<file path="src/rtl/calc_pkg.sv">
// Shared types and constants for the accumulator-calculator command sequencer:
// opcodes, command record, FSM states, calculator io_in bit positions and the shadow ALU.
package calc_pkg;

  localparam logic [1:0] OP_ADD = 2'b00;
  localparam logic [1:0] OP_SUB = 2'b01;
  localparam logic [1:0] OP_XOR = 2'b10;
  localparam logic [1:0] OP_SHL = 2'b11;

  // Bit positions of en/in/op on the calculator's packed io_in bus.
  localparam int EN_BIT = 2;
  localparam int IN_LSB = 3;
  localparam int OP_LSB = 6;

  typedef struct packed {
    logic [1:0] op;
    logic [2:0] operand;
  } calc_cmd_t;

  typedef enum logic [1:0] {
    ST_IDLE,
    ST_SETUP,
    ST_STROBE,
    ST_GAP
  } state_e;

  function automatic logic [7:0] calc_apply(input logic [7:0] acc, input calc_cmd_t cmd);
    logic [7:0] opd;
    logic [7:0] res;
    opd = {5'b0, cmd.operand};
    case (cmd.op)
      OP_ADD:  res = acc + opd;
      OP_SUB:  res = acc - opd;
      OP_XOR:  res = acc ^ opd;
      default: res = acc << cmd.operand;
    endcase
    return res;
  endfunction

endpackage

</file>
<file path="src/rtl/calc_cmd_sequencer_if.sv">
// Command valid/ready channel between a command source and the sequencer.
interface calc_cmd_sequencer_if;
  logic       cmd_valid;
  logic       cmd_ready;
  logic [1:0] cmd_op;
  logic [2:0] cmd_operand;

  modport master (output cmd_valid, cmd_op, cmd_operand, input cmd_ready);
  modport slave  (input cmd_valid, cmd_op, cmd_operand, output cmd_ready);
endinterface

</file>
<file path="src/rtl/calc_cmd_fifo.sv">
// Synchronous command FIFO with registered full/empty; pushes while full and pops while
// empty are ignored, and there is no push-through-pop bypass when full.
module calc_cmd_fifo
  import calc_pkg::*;
#(
  parameter int DEPTH = 4
) (
  input  logic      clk_i,
  input  logic      rst_i,
  input  logic      push_i,
  input  calc_cmd_t push_dat_i,
  input  logic      pop_i,
  output calc_cmd_t pop_dat_o,
  output logic      full_o,
  output logic      empty_o
);

  localparam int AW = $clog2(DEPTH);

  calc_cmd_t     mem_q [DEPTH];
  logic [AW:0]   wr_ptr_q, wr_ptr_d;
  logic [AW:0]   rd_ptr_q, rd_ptr_d;
  logic          push_ok, pop_ok;

  // Extra pointer MSB distinguishes full from empty when the indices coincide.
  assign full_o  = (wr_ptr_q[AW] != rd_ptr_q[AW]) && (wr_ptr_q[AW-1:0] == rd_ptr_q[AW-1:0]);
  assign empty_o = (wr_ptr_q == rd_ptr_q);
  assign push_ok = push_i && !full_o;
  assign pop_ok  = pop_i && !empty_o;
  assign pop_dat_o = mem_q[rd_ptr_q[AW-1:0]];

  always_comb begin
    wr_ptr_d = wr_ptr_q;
    rd_ptr_d = rd_ptr_q;
    if (push_ok) wr_ptr_d = wr_ptr_q + 1'b1;
    if (pop_ok)  rd_ptr_d = rd_ptr_q + 1'b1;
  end

  always_ff @(posedge clk_i) begin
    if (rst_i) begin
      wr_ptr_q <= '0;
      rd_ptr_q <= '0;
    end else begin
      wr_ptr_q <= wr_ptr_d;
      rd_ptr_q <= rd_ptr_d;
    end
  end

  always_ff @(posedge clk_i) begin
    if (push_ok) mem_q[wr_ptr_q[AW-1:0]] <= push_dat_i;
  end

endmodule

</file>
<file path="src/rtl/calc_cmd_sequencer.sv">
// Replays queued commands onto the calculator as SETUP/STROBE/GAP en pulses and tracks a
// shadow accumulator. SHADOW_CHECK_EN adds result_in and a sticky mismatch flag.
module calc_cmd_sequencer
  import calc_pkg::*;
#(
  parameter int FIFO_DEPTH     = 4,
  parameter int EN_HIGH_CYCLES = 1,
  parameter int EN_LOW_CYCLES  = 1
) (
  input  logic                 clock,
  input  logic                 reset,
  calc_cmd_sequencer_if.slave  cmd,
  input  logic                 pause,
  output logic                 en_out,
  output logic [2:0]           in_out,
  output logic [1:0]           op_out,
  output logic                 busy,
  output logic [7:0]           issued_count,
  output logic [7:0]           expected
`ifdef SHADOW_CHECK_EN
  ,
  input  logic [7:0]           result_in,
  output logic                 mismatch
`endif
);

  localparam logic [7:0] HI_LAST = 8'(EN_HIGH_CYCLES - 1);
  localparam logic [7:0] LO_LAST = 8'(EN_LOW_CYCLES - 1);

  state_e     state_q, state_d;
  logic [7:0] cnt_q, cnt_d;
  logic       en_q, en_d;
  logic [2:0] in_q, in_d;
  logic [1:0] op_q, op_d;
  logic [7:0] issued_q, issued_d;
  logic [7:0] acc_q, acc_d;
  logic       pop;
  logic       fifo_full, fifo_empty;
  calc_cmd_t  head;
  calc_cmd_t  cur;

  calc_cmd_fifo #(.DEPTH(FIFO_DEPTH)) u_fifo (
    .clk_i      (clock),
    .rst_i      (reset),
    .push_i     (cmd.cmd_valid),
    .push_dat_i ({cmd.cmd_op, cmd.cmd_operand}),
    .pop_i      (pop),
    .pop_dat_o  (head),
    .full_o     (fifo_full),
    .empty_o    (fifo_empty)
  );

  assign cmd.cmd_ready = !fifo_full;
  assign cur           = {op_q, in_q};

  always_comb begin
    state_d  = state_q;
    cnt_d    = cnt_q;
    pop      = 1'b0;
    in_d     = in_q;
    op_d     = op_q;
    issued_d = issued_q;
    acc_d    = acc_q;
    unique case (state_q)
      ST_IDLE: begin
        if (!fifo_empty && !pause) begin
          pop     = 1'b1;
          state_d = ST_SETUP;
          in_d    = head.operand;
          op_d    = head.op;
        end
      end
      ST_SETUP: begin
        state_d  = ST_STROBE;
        cnt_d    = '0;
        issued_d = issued_q + 8'd1;
        acc_d    = calc_apply(acc_q, cur);
      end
      ST_STROBE: begin
        if (cnt_q == HI_LAST) begin
          state_d = ST_GAP;
          cnt_d   = '0;
        end else begin
          cnt_d = cnt_q + 8'd1;
        end
      end
      ST_GAP: begin
        if (cnt_q == LO_LAST) state_d = ST_IDLE;
        else                  cnt_d   = cnt_q + 8'd1;
      end
      default: state_d = ST_IDLE;
    endcase
    // en is registered from the next state so it lines up exactly with STROBE.
    en_d = (state_d == ST_STROBE);
  end

  always_ff @(posedge clock) begin
    if (reset) begin
      state_q  <= ST_IDLE;
      cnt_q    <= '0;
      en_q     <= 1'b0;
      in_q     <= '0;
      op_q     <= '0;
      issued_q <= '0;
      acc_q    <= '0;
    end else begin
      state_q  <= state_d;
      cnt_q    <= cnt_d;
      en_q     <= en_d;
      in_q     <= in_d;
      op_q     <= op_d;
      issued_q <= issued_d;
      acc_q    <= acc_d;
    end
  end

  assign en_out       = en_q;
  assign in_out       = in_q;
  assign op_out       = op_q;
  assign issued_count = issued_q;
  assign expected     = acc_q;
  assign busy         = (state_q != ST_IDLE) || !fifo_empty;

`ifdef SHADOW_CHECK_EN
  logic mismatch_q, mismatch_d;
  logic last_gap;

  // The calculator has settled by the final gap cycle, so compare there once per command.
  assign last_gap   = (state_q == ST_GAP) && (cnt_q == LO_LAST);
  assign mismatch_d = mismatch_q || (last_gap && (result_in != acc_q));

  always_ff @(posedge clock) begin
    if (reset) mismatch_q <= 1'b0;
    else       mismatch_q <= mismatch_d;
  end

  assign mismatch = mismatch_q;
`endif

endmodule

</file>
<file path="src/flat_wrapper.sv">
// flat-port wrapper written by rule: the top's interface ports become plain ports
module calc_cmd_sequencer_flat import calc_pkg::*;
#(
  parameter int FIFO_DEPTH     = 4,
  parameter int EN_HIGH_CYCLES = 1,
  parameter int EN_LOW_CYCLES  = 1
)
  (clock, reset, pause, en_out, in_out, op_out, busy, issued_count, expected, cmd_cmd_valid, cmd_cmd_op, cmd_cmd_operand, cmd_cmd_ready);
  calc_cmd_sequencer_if cmd_i ();
  input  logic clock;
  input  logic reset;
  input  logic pause;
  output logic en_out;
  output logic [2:0] in_out;
  output logic [1:0] op_out;
  output logic busy;
  output logic [7:0] issued_count;
  output logic [7:0] expected;
  input wire logic [$bits(cmd_i.cmd_valid)-1:0] cmd_cmd_valid;
  input wire logic [$bits(cmd_i.cmd_op)-1:0] cmd_cmd_op;
  input wire logic [$bits(cmd_i.cmd_operand)-1:0] cmd_cmd_operand;
  output wire logic [$bits(cmd_i.cmd_ready)-1:0] cmd_cmd_ready;
  assign cmd_i.cmd_valid = cmd_cmd_valid;
  assign cmd_i.cmd_op = cmd_cmd_op;
  assign cmd_i.cmd_operand = cmd_cmd_operand;
  assign cmd_cmd_ready = cmd_i.cmd_ready;
  calc_cmd_sequencer #(.FIFO_DEPTH(FIFO_DEPTH), .EN_HIGH_CYCLES(EN_HIGH_CYCLES), .EN_LOW_CYCLES(EN_LOW_CYCLES)) u_core (.clock(clock), .reset(reset), .cmd(cmd_i), .pause(pause), .en_out(en_out), .in_out(in_out), .op_out(op_out), .busy(busy), .issued_count(issued_count), .expected(expected));
endmodule
</file>
<file path="config.mk">
export PLATFORM = sky130hd
export DESIGN_NAME = calc_cmd_sequencer_flat
export DESIGN_NICKNAME = d
export VERILOG_FILES = /design/src/rtl/calc_pkg.sv /design/src/rtl/calc_cmd_sequencer_if.sv /design/src/rtl/calc_cmd_fifo.sv /design/src/rtl/calc_cmd_sequencer.sv /design/src/flat_wrapper.sv
export SDC_FILE = /design/constraint.sdc
export NUM_CORES = 1
export LEC_CHECK = 0
export ABC_AREA = 1
export CAP_MARGIN = 20
export CELL_PAD_IN_SITES_DETAIL_PLACEMENT = 0
export CELL_PAD_IN_SITES_GLOBAL_PLACEMENT = 1
export CORE_MARGIN = 8
export CORE_UTILIZATION = 28
export CTS_CLUSTER_DIAMETER = 40
export DETAILED_ROUTE_END_ITERATION = 8
export PLACE_DENSITY = 0.63
export SLEW_MARGIN = 20
export SYNTH_ARGS = -nofsm -noshare
export SYNTH_HDL_FRONTEND = slang
export SYNTH_SLANG_ARGS = --single-unit
</file>
<file path="constraint.sdc">
create_clock -name clock -period 2.3 [get_ports clock]
set_input_delay 0.575 -clock clock [delete_from_list [all_inputs] [get_ports clock]]
set_output_delay 0.575 -clock clock [all_outputs]
set_load 0.02 [all_outputs]
</file>
==> impl_metrics.py <==
metrics = {
    "status": {
        "status": "completed",
    },
    "route": {
        "viasPerCell": 4.43,
        "highest_layer": "met4",
        "routed_wirelength_um": 8580,
        "route.met3.wl_um": 323,
        "met1_wirelength_um": 4260,
        "number_of_detailed_routing_iterations_run_before_antenna_repair": 4,
        "drcViolationCount": 0,
        "drt_first_iter_violations": 167,
        "dr_total_vias": 3088,
        "met2RoutedLength_um": 3910,
        "wire_per_inst_um": 12.3,
        "final_antenna_net_count": 0,
    },
    "timing": {
        "max_freq_mhz": 477,
        "worst_slew_pin_slew_ps": 423,
        "timing.final.crit_share": 0.912,
        "grt_setup_unrepaired": "false",
        "worst_max_slew_margin_expressed_relative_to_the_limit": 0.717,
        "finalSetupViolations": 0,
        "timing.final.max_slew_violations": 0,
        "timing.final.crit_period_ps": 2100,
        "final_hold_viol_count": 0,
        "hold_slack_ps": 455,
        "final.setup.tns_ps": 0,
        "finClkSkew_ps": 5.28,
    },
    "logic_synthesis": {
        "async_reset_ff_frac": 0,
        "synthCells": 475,
        "ys_dominant_reg_cell": "sky130_fd_sc_hd__dfxtp_1",
        "synth_edf_count": 20,
        "netlist-cell-type-count": 33,
        "post_synth_instance_area_um2": 3500,
        "syn_area_cell_um2": 7.38,
        "synth.ff_latch_count": 58,
        "synthesis.yosys.warnings": 0,
        "syn-num-nets": 510,
        "yosysSeqAreaShare": 0.388,
    },
    "setup_path": {
        "crit_family": "buffers and inverters",
        "crit_path_cell_trace": "xnor2_1, nand3b_1, dlygate4sd2_1",
        "cp.arrival_ps": 1520,
        "cp_data_required_time_ps": 1730,
        "setup.reg_to_reg.worst_slack_ps": 240,
        "critical_path.startpoint_type": "flop",
        "crit_cells": 3,
        "timing.critical_path.slowest_cell_delay_ps": 370,
        "worstPathBufferInverterCount": 1,
        "timing.setup.critical_path_class": "reg -> out",
        "worst_setup_path_end_kind": "primary output",
        "cp_slowest_cell": "sky130_fd_sc_hd__dlygate4sd2_1",
        "r2r.worst_path.cells": 14,
        "worst_path_maximum_fanout": 5,
    },
    "finish": {
        "drive_gt1_frac": 0.0876,
        "layout.filler_cells": 1315,
        "final_cell_mix": "sky130_fd_sc_hd__nand2_1, sky130_fd_sc_hd__nor2_1, sky130_fd_sc_hd__inv_1, sky130_fd_sc_hd__dfxtp_1, sky130_fd_sc_hd__o21ai_0",
        "final_nets": 555,
        "layout_commonest_cell": "sky130_fd_sc_hd__nand2_1",
        "area_delta_synth_final_pct": 25.9,
        "antenna_cells_inserted": 0,
    },
    "clock_network": {
        "clock_sinks": 58,
        "cts-buffers-inserted": 9,
        "clock_tree.root_cell": "sky130_fd_sc_hd__clkbuf_16",
        "clkTransAtPathRegs_ps": 50,
        "post_cts.repair.setup_buffers": 0,
        "post_cts_hold_buffer_count": 0,
        "cts_max_path_buffers": 2,
        "htreeDepth": 3,
        "clk_latency_ps": 330,
        "cts_tree": "built",
        "postCtsResizedCells": 2,
    },
    "placed_design": {
        "hpwlAfterDp_um": 6540,
        "port_buffers": 32,
        "gp_routability_congestion": 0.790,
    },
    "die": {
        "placeableCoreArea_um2": 12400,
        "design.portCount": 33,
        "rows": 41,
        "die_h_um": 128,
        "start_util": 0.282,
        "die_width_um": 128,
        "floorplan.die_area_um2": 16400,
    },
    "global_routing": {
        "grt_max_degree": 21,
        "grt_remaining_overflow": 0,
        "via_count_of_the_first_global_routing_pass": 3129,
        "gr-usage-all-layers": 0.114,
        "grt_pass1_wl_um": 14900,
        "initial_antenna_violation_count": 0,
    },
    "power": {
        "p_leak_nw": 1.88,
        "ir_worst_vdd_uv": 528,
        "pwr_density_cell_nw_per_um2": 938,
    },
    "hold_path": {
        "holdCritPathClass": "reg -> reg",
        "timing.hold.worst_path_depth": 1,
    },
    "run": {
        "max_capacitance_violation_count": 0,
    },
}
per-layer routing:
| metal | up-vias | global-route usage |
|---|---|---|
| met4 | 0 | 0.0399 |
| met1 | 1394 | 0.141 |
| met5 | - | 0 |
| met2 | 45 | 0.186 |
| li1 | 1641 | - |
| met3 | 8 | 0.0300 |
synthesized netlist by cell type (4+ instances only):
cell type / count / area (um^2)
sky130_fd_sc_hd__xor2_1: 6 / 52.6
sky130_fd_sc_hd__dfxtp_1: 38 / 761
sky130_fd_sc_hd__nand3_1: 28 / 140
sky130_fd_sc_hd__a21oi_1: 29 / 145
sky130_fd_sc_hd__o21ai_0: 36 / 180
sky130_fd_sc_hd__nand4_1: 11 / 68.8
sky130_fd_sc_hd__nand2_1: 104 / 390
sky130_fd_sc_hd__o22ai_1: 4 / 25.0
sky130_fd_sc_hd__nor3_1: 4 / 20.0
sky130_fd_sc_hd__edfxtp_1: 20 / 601
sky130_fd_sc_hd__buf_2: 4 / 20.0
sky130_fd_sc_hd__inv_1: 62 / 233
sky130_fd_sc_hd__clkbuf_1: 4 / 15.0
sky130_fd_sc_hd__nor2_1: 66 / 248
sky130_fd_sc_hd__ha_1: 25 / 313
sky130_fd_sc_hd__mux2i_1: 5 / 50.1
registers in the layout, indices dropped and copies added, names as in the netlist, named ones only:
name / cells
u_core.u_fifo.mem_q: 20
u_core.cnt_q: 8
u_core.issued_count: 8
u_core.expected: 6
u_core.in_out: 3
u_core.u_fifo.rd_ptr_q: 3
u_core.u_fifo.wr_ptr_q: 3
u_core.op_out: 2
u_core.state_q: 2
u_core.en_out: 1
logic make-up after synthesis:
kind of cell | share of synthesized area
compound gates | 0.118
xor+xnor | 0.0225
fa+ha+maj | 0.0950
buf+inv | 0.0875
flops | 0.388
mux | 0.0143
simple gates | 0.274
final cells by class:
| cell class | count | area [um^2] | share of cell area |
|---|---|---|---|
| multi-input combinational | 341 | 1850 | 0.418 |
| sequential | 58 | 1360 | 0.308 |
| timing repair buffer | 46 | 423 | 0.0958 |
| inverter | 64 | 240 | 0.0544 |
| clock buffer | 9 | 225 | 0.0510 |
| tap | 172 | 215 | 0.0488 |
| clock inverter | 7 | 103 | 0.0232 |
path summary, 6_finish.rpt:
check                                               from                             endpoint
hold reg to reg      u_core.issued_count[7]$_SDFFE_PP0N_  u_core.issued_count[7]$_SDFFE_PP0N_
setup reg to reg           u_core.in_out[1]$_SDFFE_PP0P_                                 flop
hold / removal       u_core.issued_count[7]$_SDFFE_PP0N_  u_core.issued_count[7]$_SDFFE_PP0N_
setup / recovery  u_core.u_fifo.wr_ptr_q[0]$_SDFFE_PP0P_                        cmd_cmd_ready
through the flow:
stage	std cells	total power, W	util	instance area, um^2	setup WS, ps
after floorplan	475	0.00223	-	3500	19.1
after global placement	681	0.00271	0.329	4080	133
after detailed placement	681	0.00271	0.329	4080	109
after CTS	697	0.00419	0.355	4400	90.6
after global routing	697	0.00444	0.355	4410	11.6
final	697	0.00414	0.355	4410	202
power breakdown:
part | leakage (nW) | internal, W | switching, W
logic | 1.23 | 0.000564 | 0.000886
registers | 0.493 | 0.00114 | 0.0000857
clock network | 0.156 | 0.000956 | 0.000501
total | 1.88 | 0.00266 | 0.00147
No activity file was read; power rests on OpenSTA's default activity.
